===== src/rtl/rou_buf_alloc.sv =====
// Shared message-buffer pool allocator: two requesters get distinct free slots
// per cycle via a rotating scan, and two drains release slots back to the pool.
`timescale 1ns/1ps
module rou_buf_alloc #(
    parameter int BUFS    = 8,
    parameter int WBUFS   = 3 + $clog2(BUFS),
    parameter int LOWMARK = 2
) (
    input  logic                   clk,
    input  logic                   rst,
    input  logic                   softreset,
    input  logic                   req0,
    input  logic                   req1,
    output logic                   gnt0,
    output logic                   gnt1,
    output logic [WBUFS-1:0]       idx0,
    output logic [WBUFS-1:0]       idx1,
    input  logic                   rel0,
    input  logic [WBUFS-1:0]       rel0_idx,
    input  logic                   rel1,
    input  logic [WBUFS-1:0]       rel1_idx,
    output logic [$clog2(BUFS):0]  free_count,
    output logic                   almost_empty,
    output logic                   alloc_fail,
    output logic                   rel_err
);
    localparam int LB = $clog2(BUFS);
    localparam int CW = LB + 1;
    localparam logic [WBUFS-1:0] NOTLEGAL = '1;
    localparam logic [BUFS-1:0]  ONE_HOT0 = {{(BUFS-1){1'b0}}, 1'b1};

    logic [BUFS-1:0] occupied_q, occupied_d;
    logic [LB-1:0]   rr_ptr_q, rr_ptr_d;
    logic            prio_q, prio_d;
    logic [CW-1:0]   free_count_q, free_count_d;
    logic            almost_empty_q, almost_empty_d;
    logic            alloc_fail_q, alloc_fail_d;
    logic            rel_err_q, rel_err_d;

    logic            flush;
    logic [BUFS-1:0] rot_free;
    logic            f0_ok, f1_ok;
    logic [LB-1:0]   f0_off, f1_off, f0_slot, f1_slot;
    logic [LB-1:0]   g0_slot, g1_slot, last_slot;
    logic [BUFS-1:0] grant_mask, rel_mask;
    logic            rel0_ok, rel1_ok, rel_dup;
    logic [LB-1:0]   rel0_slot, rel1_slot;
    logic [CW-1:0]   occ_cnt;

    assign flush = rst | softreset;

    // Free vector rotated so that bit 0 is the slot at rr_ptr.
    for (genvar gi = 0; gi < BUFS; gi++) begin : g_rot
        logic [LB-1:0] pos;
        assign pos          = rr_ptr_q + LB'(gi);
        assign rot_free[gi] = ~occupied_q[pos];
    end

    always_comb begin
        f0_ok  = 1'b0;
        f1_ok  = 1'b0;
        f0_off = '0;
        f1_off = '0;
        for (int i = 0; i < BUFS; i++) begin
            if (rot_free[i]) begin
                if (!f0_ok) begin
                    f0_ok  = 1'b1;
                    f0_off = LB'(i);
                end else if (!f1_ok) begin
                    f1_ok  = 1'b1;
                    f1_off = LB'(i);
                end
            end
        end
    end

    assign f0_slot = rr_ptr_q + f0_off;
    assign f1_slot = rr_ptr_q + f1_off;

    always_comb begin
        gnt0    = 1'b0;
        gnt1    = 1'b0;
        g0_slot = f0_slot;
        g1_slot = f0_slot;
        if (!flush) begin
            if (req0 && req1) begin
                if (!prio_q) begin
                    gnt0    = f0_ok;
                    gnt1    = f1_ok;
                    g1_slot = f1_slot;
                end else begin
                    gnt1    = f0_ok;
                    gnt0    = f1_ok;
                    g0_slot = f1_slot;
                end
            end else if (req0) begin
                gnt0 = f0_ok;
            end else if (req1) begin
                gnt1 = f0_ok;
            end
        end
    end

    assign idx0 = gnt0 ? {{(WBUFS-LB){1'b0}}, g0_slot} : NOTLEGAL;
    assign idx1 = gnt1 ? {{(WBUFS-LB){1'b0}}, g1_slot} : NOTLEGAL;

    assign grant_mask = (gnt0 ? (ONE_HOT0 << g0_slot) : '0)
                      | (gnt1 ? (ONE_HOT0 << g1_slot) : '0);
    // F1 is only ever handed out alongside F0, so it is the furthest in scan order.
    assign last_slot  = (gnt0 && gnt1) ? f1_slot : f0_slot;

    assign rel0_slot = rel0_idx[LB-1:0];
    assign rel1_slot = rel1_idx[LB-1:0];
    assign rel0_ok   = rel0 && (rel0_idx < WBUFS'(BUFS)) && occupied_q[rel0_slot];
    assign rel1_ok   = rel1 && (rel1_idx < WBUFS'(BUFS)) && occupied_q[rel1_slot];
    assign rel_dup   = rel0_ok && rel1_ok && (rel0_slot == rel1_slot);
    assign rel_mask  = (rel0_ok ? (ONE_HOT0 << rel0_slot) : '0)
                     | (rel1_ok ? (ONE_HOT0 << rel1_slot) : '0);

    always_comb begin
        occupied_d = (occupied_q & ~rel_mask) | grant_mask;
        rr_ptr_d   = (gnt0 || gnt1) ? last_slot + LB'(1) : rr_ptr_q;
        prio_d     = (req0 && req1) ? ~prio_q : prio_q;
        occ_cnt    = '0;
        for (int i = 0; i < BUFS; i++) begin
            occ_cnt = occ_cnt + CW'(occupied_d[i]);
        end
        free_count_d   = CW'(BUFS) - occ_cnt;
        almost_empty_d = (free_count_d <= CW'(LOWMARK));
        alloc_fail_d   = (req0 && !gnt0) || (req1 && !gnt1);
        rel_err_d      = (rel0 && !rel0_ok) || (rel1 && !rel1_ok) || rel_dup;
    end

    always_ff @(posedge clk) begin
        if (rst || softreset) begin
            occupied_q     <= '0;
            rr_ptr_q       <= '0;
            prio_q         <= 1'b0;
            free_count_q   <= CW'(BUFS);
            almost_empty_q <= 1'b0;
            alloc_fail_q   <= 1'b0;
            rel_err_q      <= 1'b0;
        end else begin
            occupied_q     <= occupied_d;
            rr_ptr_q       <= rr_ptr_d;
            prio_q         <= prio_d;
            free_count_q   <= free_count_d;
            almost_empty_q <= almost_empty_d;
            alloc_fail_q   <= alloc_fail_d;
            rel_err_q      <= rel_err_d;
        end
    end

    assign free_count   = free_count_q;
    assign almost_empty = almost_empty_q;
    assign alloc_fail   = alloc_fail_q;
    assign rel_err      = rel_err_q;

endmodule


===== config.mk =====
export PLATFORM = sky130hd
export DESIGN_NAME = rou_buf_alloc
export DESIGN_NICKNAME = d
export VERILOG_FILES = /design/src/rtl/rou_buf_alloc.sv
export SDC_FILE = /design/constraint.sdc
export NUM_CORES = 1
export LEC_CHECK = 0
export ABC_AREA = 1
export BUFFER_PORTS_ARGS = -buffer_cell sky130_fd_sc_hd__buf_2
export CAP_MARGIN = 25
export CORE_UTILIZATION = 43
export DETAILED_ROUTE_END_ITERATION = 7
export SLEW_MARGIN = 15
export SYNTH_ARGS = -nofsm -noshare
export SYNTH_HDL_FRONTEND = slang
export SYNTH_SLANG_ARGS = --single-unit

===== constraint.sdc =====
create_clock -name clk -period 12.5 [get_ports clk]
set_clock_uncertainty 0.2 [all_clocks]
set_input_delay 1.875 -clock clk [delete_from_list [all_inputs] [get_ports clk]]
set_output_delay 1.875 -clock clk [all_outputs]
set_load 0.1 [all_outputs]

# Word level (Yosys, flattened, before mapping)
# Index checks and enable logic that the tools add are counted.
# word_totals
regBits	19
inputBits	19
output_inout_bits	21
word_cells	168
# classes
n_reduce_logical	21
n_eq_ne	1
addsub	18
bitwise_logic	7
shift	4
order_cmp	13
n_mux	97
# ops
operator	count
3-bit two-way mux	37
1-bit two-way mux	44
3-bit by 4-bit < comparator with 1-bit output, second input constant	10
8-bit two-way mux	4
1-bit by 3-bit left shift with 8-bit output, first input constant	4
1-bit binary-select mux with 3-bit select	10
8-bit bitwise OR	3
4-bit by 1-bit adder with 4-bit output	4
3-bit adder, second input constant	4
1-bit logical AND	12
6-bit by 4-bit < comparator with 1-bit output, second input constant	2
6-bit two-way mux	2
8-bit AND	1
8-bit NOT	1
3-bit by 1-bit adder with 3-bit output, second input constant	2
3-bit by 2-bit adder with 3-bit output, second input constant	2
3-bit adder	2
1-bit logical OR	5
3-bit by 1-bit adder with 4-bit output	1
4-bit by 2-bit less-or-equal comparator with 1-bit output, second input constant	1
1-bit logical NOT	4
4-bit subtractor, first input constant	1
2-bit by 1-bit adder with 3-bit output	1
3-bit == test	1
3 further kinds	3

# Depth between registers and ports, before layout
# logic_depth
word_depth	39
ltp_mapped	39
ltp_nobuf	38

# Least setup slack after synthesis
# OpenSTA, ideal clock, no wires.
# synth_path
path_kind	register to register
start	reg rr_ptr_q[0]
end	reg free_count_q[3] (netlist: free_count[3])
path_slack_ns	6.267
stages_incl_launch_ff	34
arrival_time_ns	5.910
required_ns	12.177
setup_ns	0.123
synth_period_minus_slack_ns	6.233
path_buffers	1
path_cell_list	dfxtp_1 buf_6 inv_4 ha_1 inv_1 nand3_1 nand2_1 o21a_1 inv_1 ha_1 nand2_4 nor2_8 nand2_1 o21ai_0 o21ai_0 a21oi_1 ha_1 inv_1 fa_1 xor2_1 xnor2_1 nand2_1 nand2_1 nand2_1 nand3_1 inv_1 fa_1 ha_1 inv_1 fa_1 inv_1 fa_1 ha_1 or2_2
# synth_via
elab_chain_cells	38
elab_cells_between_ends	109
cone_classes	add/sub: 17; shift: 2; mux: 88; bitwise: 2
# synth_lines
element	line	rtl
start: declaration	33	logic [LB-1:0] rr_ptr_q, rr_ptr_d;
start signal: assignment	145	rr_ptr_q <= rr_ptr_d;
3-bit by 1-bit adder with 3-bit output / 1-bit binary-select mux with 3-bit select (equally long branches)	55, 56	
1-bit binary-select mux with 3-bit select / 1-bit two-way mux (equally long branches)	56	assign rot_free[gi] = ~occupied_q[pos];
1-bit two-way mux, on equally long branches	56, 65, 66	
1-bit two-way mux	65	if (rot_free[i]) begin
3-bit two-way mux	69	end else if (!f1_ok) begin
3-bit two-way mux	66	if (!f0_ok) begin
3-bit two-way mux	65	
3-bit two-way mux	69	
[21 not listed]	--	
8-bit bitwise OR (*)	121	occupied_d = (occupied_q & ~rel_mask) | grant_mask;
1-bit by 1-bit adder with 2-bit output	126	occ_cnt = occ_cnt + CW'(occupied_d[i]);
2-bit by 1-bit adder with 3-bit output	126	
3-bit by 1-bit adder with 4-bit output	126	
4-bit by 1-bit adder with 4-bit output (3 in series)	126	
4-bit by 1-bit adder with 4-bit output (*)	126	
4-bit subtractor (*)	128	free_count_d = CW'(BUFS) - occ_cnt;
via free_count_d[3]	35	logic [CW-1:0] free_count_q, free_count_d;
end signal: assignment	139	free_count_q <= CW'(BUFS);
end signal: assignment	147	free_count_q <= free_count_d;
end: declaration	35	
# The timed path passes the listed nets; every way through them passes the cells marked *. The select of a mux whose other input is x is not followed.
# A chain may end at the register's enable or synchronous reset.

# Final worst setup path
# layout_path
start	reg rr_ptr_q[0]
end	reg almost_empty_q (netlist: almost_empty)
# layout_via
elab_chain_cells	39
elab_cells_between_ends	110
cone_classes	add/sub: 17; order compare: 1; shift: 2; mux: 88; bitwise: 2
# layout_lines
element	line	rtl
3-bit by 1-bit adder with 3-bit output / 1-bit binary-select mux with 3-bit select (equally long branches)	55, 56	
1-bit binary-select mux with 3-bit select / 1-bit two-way mux (equally long branches)	56	
1-bit two-way mux, on equally long branches	56, 65, 66	
1-bit two-way mux	65	
3-bit two-way mux	69	
3-bit two-way mux	66	
3-bit two-way mux	65	
3-bit two-way mux	69	
[21 not listed]	--	
8-bit bitwise OR (*)	121	
1-bit by 1-bit adder with 2-bit output	126	
2-bit by 1-bit adder with 3-bit output	126	
3-bit by 1-bit adder with 4-bit output	126	
4-bit by 1-bit adder with 4-bit output (3 in series)	126	
4-bit by 1-bit adder with 4-bit output (*)	126	
4-bit subtractor (*)	128	
4-bit by 2-bit less-or-equal comparator with 1-bit output (*)	129	almost_empty_d = (free_count_d <= CW'(LOWMARK));
end signal: assignment	148	almost_empty_q <= almost_empty_d;
end: declaration	36	logic almost_empty_q, almost_empty_d;
# Every way passes the cells marked *; elsewhere a longest branch is shown, timed or not. The select of a mux whose other input is x is not followed.

==> results.cfg <==
[status]
status = complete, no violations

[timing]
period_needed_ns = 7.02
fin_tns_setup_ns = 0
setup_violations = 0
drv_slew = 0
grt_setup_unrepaired = no
max_slew_margin_pct = 41.3
max_freq_ghz = 0.142
hold_viol = 0
final.period_utilization_pct = 56.2
fin_ws_ns = 5.48
holdWs_ns = 0.299
worst_slew_pin_slew_ns = 0.877

[floorplan]
core_area_um2 = 5610
initial_utilization_pct = 45.6
rows = 27
die_w_um = 79.2
dieHeight_um = 79.2
io_pins = 40
die-area_um2 = 6270

[synth]
synth_mux_area_share_pct = 0
synthCells = 413
synth_top_family_by_area = simple AND/OR/NAND/NOR gates
synth_commonest_cells = nand2_1, inv_1, nand3_1, nor2_1, dfxtp_1
yosysMostFrequentCell = nand2_1
synth_ff_type = dfxtp_1
async_flop_share_pct = 0
synth_edf_count = 0
synth-adder-area-share_pct = 12.0
synthXorXnorAreaFrac_pct = 3.37
synth-simple-area-share_pct = 42.3
synth_compound_area_share_pct = 13.1
avgSynthCellArea_um2 = 6.20
synth_seq_cells = 19
syn-cell-area_um2 = 2560
yosysWarnings = 0
ys_seq_area_share_pct = 14.9
synth_top_area_share_pct = 15.1
synth_top_area_cell = nand2_1
ys_types = 44
netlist_top_cells_area = nand2_1, dfxtp_1, nand3_1
syn-num-nets = 453

[cts]
insertion_delay_ns = 0.26
cts.sinks = 19
cts_made_buffers = 3
path_clk_slew_ns = 0.08
clockBufferDepth = 2
root_buffer = clkbuf_8
htreeDepth = 1
cts_tree = built
hold_buffers = 0
post_cts_buffers = 0
postCtsResizedCells = 0

[pwr]
p_leak_uw = 0.00147
p_total_uw = 218
pwr_density_cell_nw_per_um2 = 76.8
ir_worst_vdd_mv = 0.0504

[global_routing]
grt_max_degree = 14
gr-total-overflow = 0
grt_pass1_vias = 2459
grt_pass1_wl_um = 10800
antenna_found_initial = 0
grt_usage_pct = 21.6

[place]
dp_hpwl_um = 5190
gp_congestion = 0.869
pre_cts_ws_ns = 5.49
portBuffers = 39
placed_area_um2 = 2790

[drt]
route.detailed.drc = 0
route.met2.wl_um = 2970
vias = 2619
routedWlPerCell_um = 12.0
drt_first_pass_iters = 5
ant_nets = 0
routed_via_density = 5.04
wirelength_um = 6230
dr.max_layer_used = met4
wl_met1_um = 2950
drt-initial-drc-count = 105
wl_met3_um = 226

[critical_path]
critPathCaptureType = flip-flop
critPathMostFrequentCell = inv_1
critPathRequiredTime_ns = 12.48
path_class = flip-flop to flip-flop
cp_max_fo = 13
arrival_ns = 7.00
startpoint_type = flip-flop
r2r_cells = 34
cpPeakStageDelay_ns = 0.62
slowest_stage = dfxtp_1

[cells_and_area]
antenna_cells = 0
drive_gt1_share_pct = 19.4
fillers = 586
nets = 489
area_delta_synth_final_pct = 10.8
fin_area_um2 = 2840

[job]
cap_violations = 0

[worst_hold_path]
worstHoldPathCells = 2
min_path_type = flip-flop to flip-flop
-- power breakdown --
| group | switching, uW | internal [uW] | total [uW] |
|---|---|---|---|
| registers | 2.26 | 63.1 | 65.4 |
| clock network | 22.9 | 22.5 | 45.4 |
| logic | 78.1 | 29.0 | 107 |
| total | 103 | 115 | 218 |
-- layout make-up --
type | instances | area, um^2 | area share [%]
clock buffers | 3 | 41.3 | 1.46
inverters | 82 | 310 | 10.9
repair buffers | 39 | 195 | 6.88
clock inverters | 1 | 7.51 | 0.265
multi-input cells | 304 | 1810 | 63.9
flip-flops and latches | 19 | 380 | 13.4
well taps | 72 | 90.1 | 3.18
-- per-stage QoR --
step           std cells  utilization, %
3_5_place_dp         516            49.7
6_report             520            50.6
4_1_cts              520            50.6
2_1_floorplan        413               -
3_3_place_gp         516            49.7
5_1_grt              520            50.6
-- cell families after synthesis --
logic type / Yosys count
DFF: 19
xor gates and xnor gates: 9
and+or+nand+nor: 220
adders and majority gates: 21
AOI/OAI and AO/OA: 54
buffers and inverters: 90
-- layout by cell type (no fill, tap or decap), types with 6 or more instances in the layout --
master | Yosys | layout
nor3_1 | 11 | 11
inv_1 | 68 | 68
a21oi_1 | 8 | 8
nand3_2 | 6 | 6
buf_2 | 1 | 39
o21ai_0 | 18 | 18
inv_2 | 12 | 12
nor2_1 | 21 | 21
o211ai_1 | 7 | 7
dfxtp_1 | 19 | 19
nand3_1 | 52 | 52
nand2_1 | 103 | 103
ha_1 | 15 | 15
nand2_2 | 6 | 6
fa_1 | 6 | 6
nand2_4 | 6 | 6
-- critical path: cells and delay by family (launching register included) --
family	cells	cell delay, ns
AO/OA/AOI/OAI	6	0.96
XOR/XNOR	2	0.54
adder cells (fa/ha/maj)	9	2.94
buffers and inverters	8	0.58
flip-flops	1	0.62
AND/OR/NAND/NOR	9	1.10
-- state kept, by name (all words and copies together) (netlist names) --
register / cells
rr_ptr_q: 3
almost_empty: 1
rel_err: 1
occupied_q: 8
free_count: 4
alloc_fail: 1
prio_q: 1
-- layer usage --
metal  vias up  GRT usage, %
li1       1396             -
met5         -             0
met2        62          39.1
met4         0          5.82
met3         8          2.53
met1      1153          26.7
-- path summary, 6_finish.rpt --
check             slack, ns                      from                 endpoint
hold / removal         0.30       prio_q$_SDFFE_PP0P_      prio_q$_SDFFE_PP0P_
setup / recovery       5.48  rr_ptr_q[0]$_SDFFE_PP0P_  almost_empty$_SDFF_PP0_
setup reg to reg       5.48  rr_ptr_q[0]$_SDFFE_PP0P_  almost_empty$_SDFF_PP0_
hold reg to reg        0.30       prio_q$_SDFFE_PP0P_      prio_q$_SDFFE_PP0P_
Power figures use the tool's default switching activity.
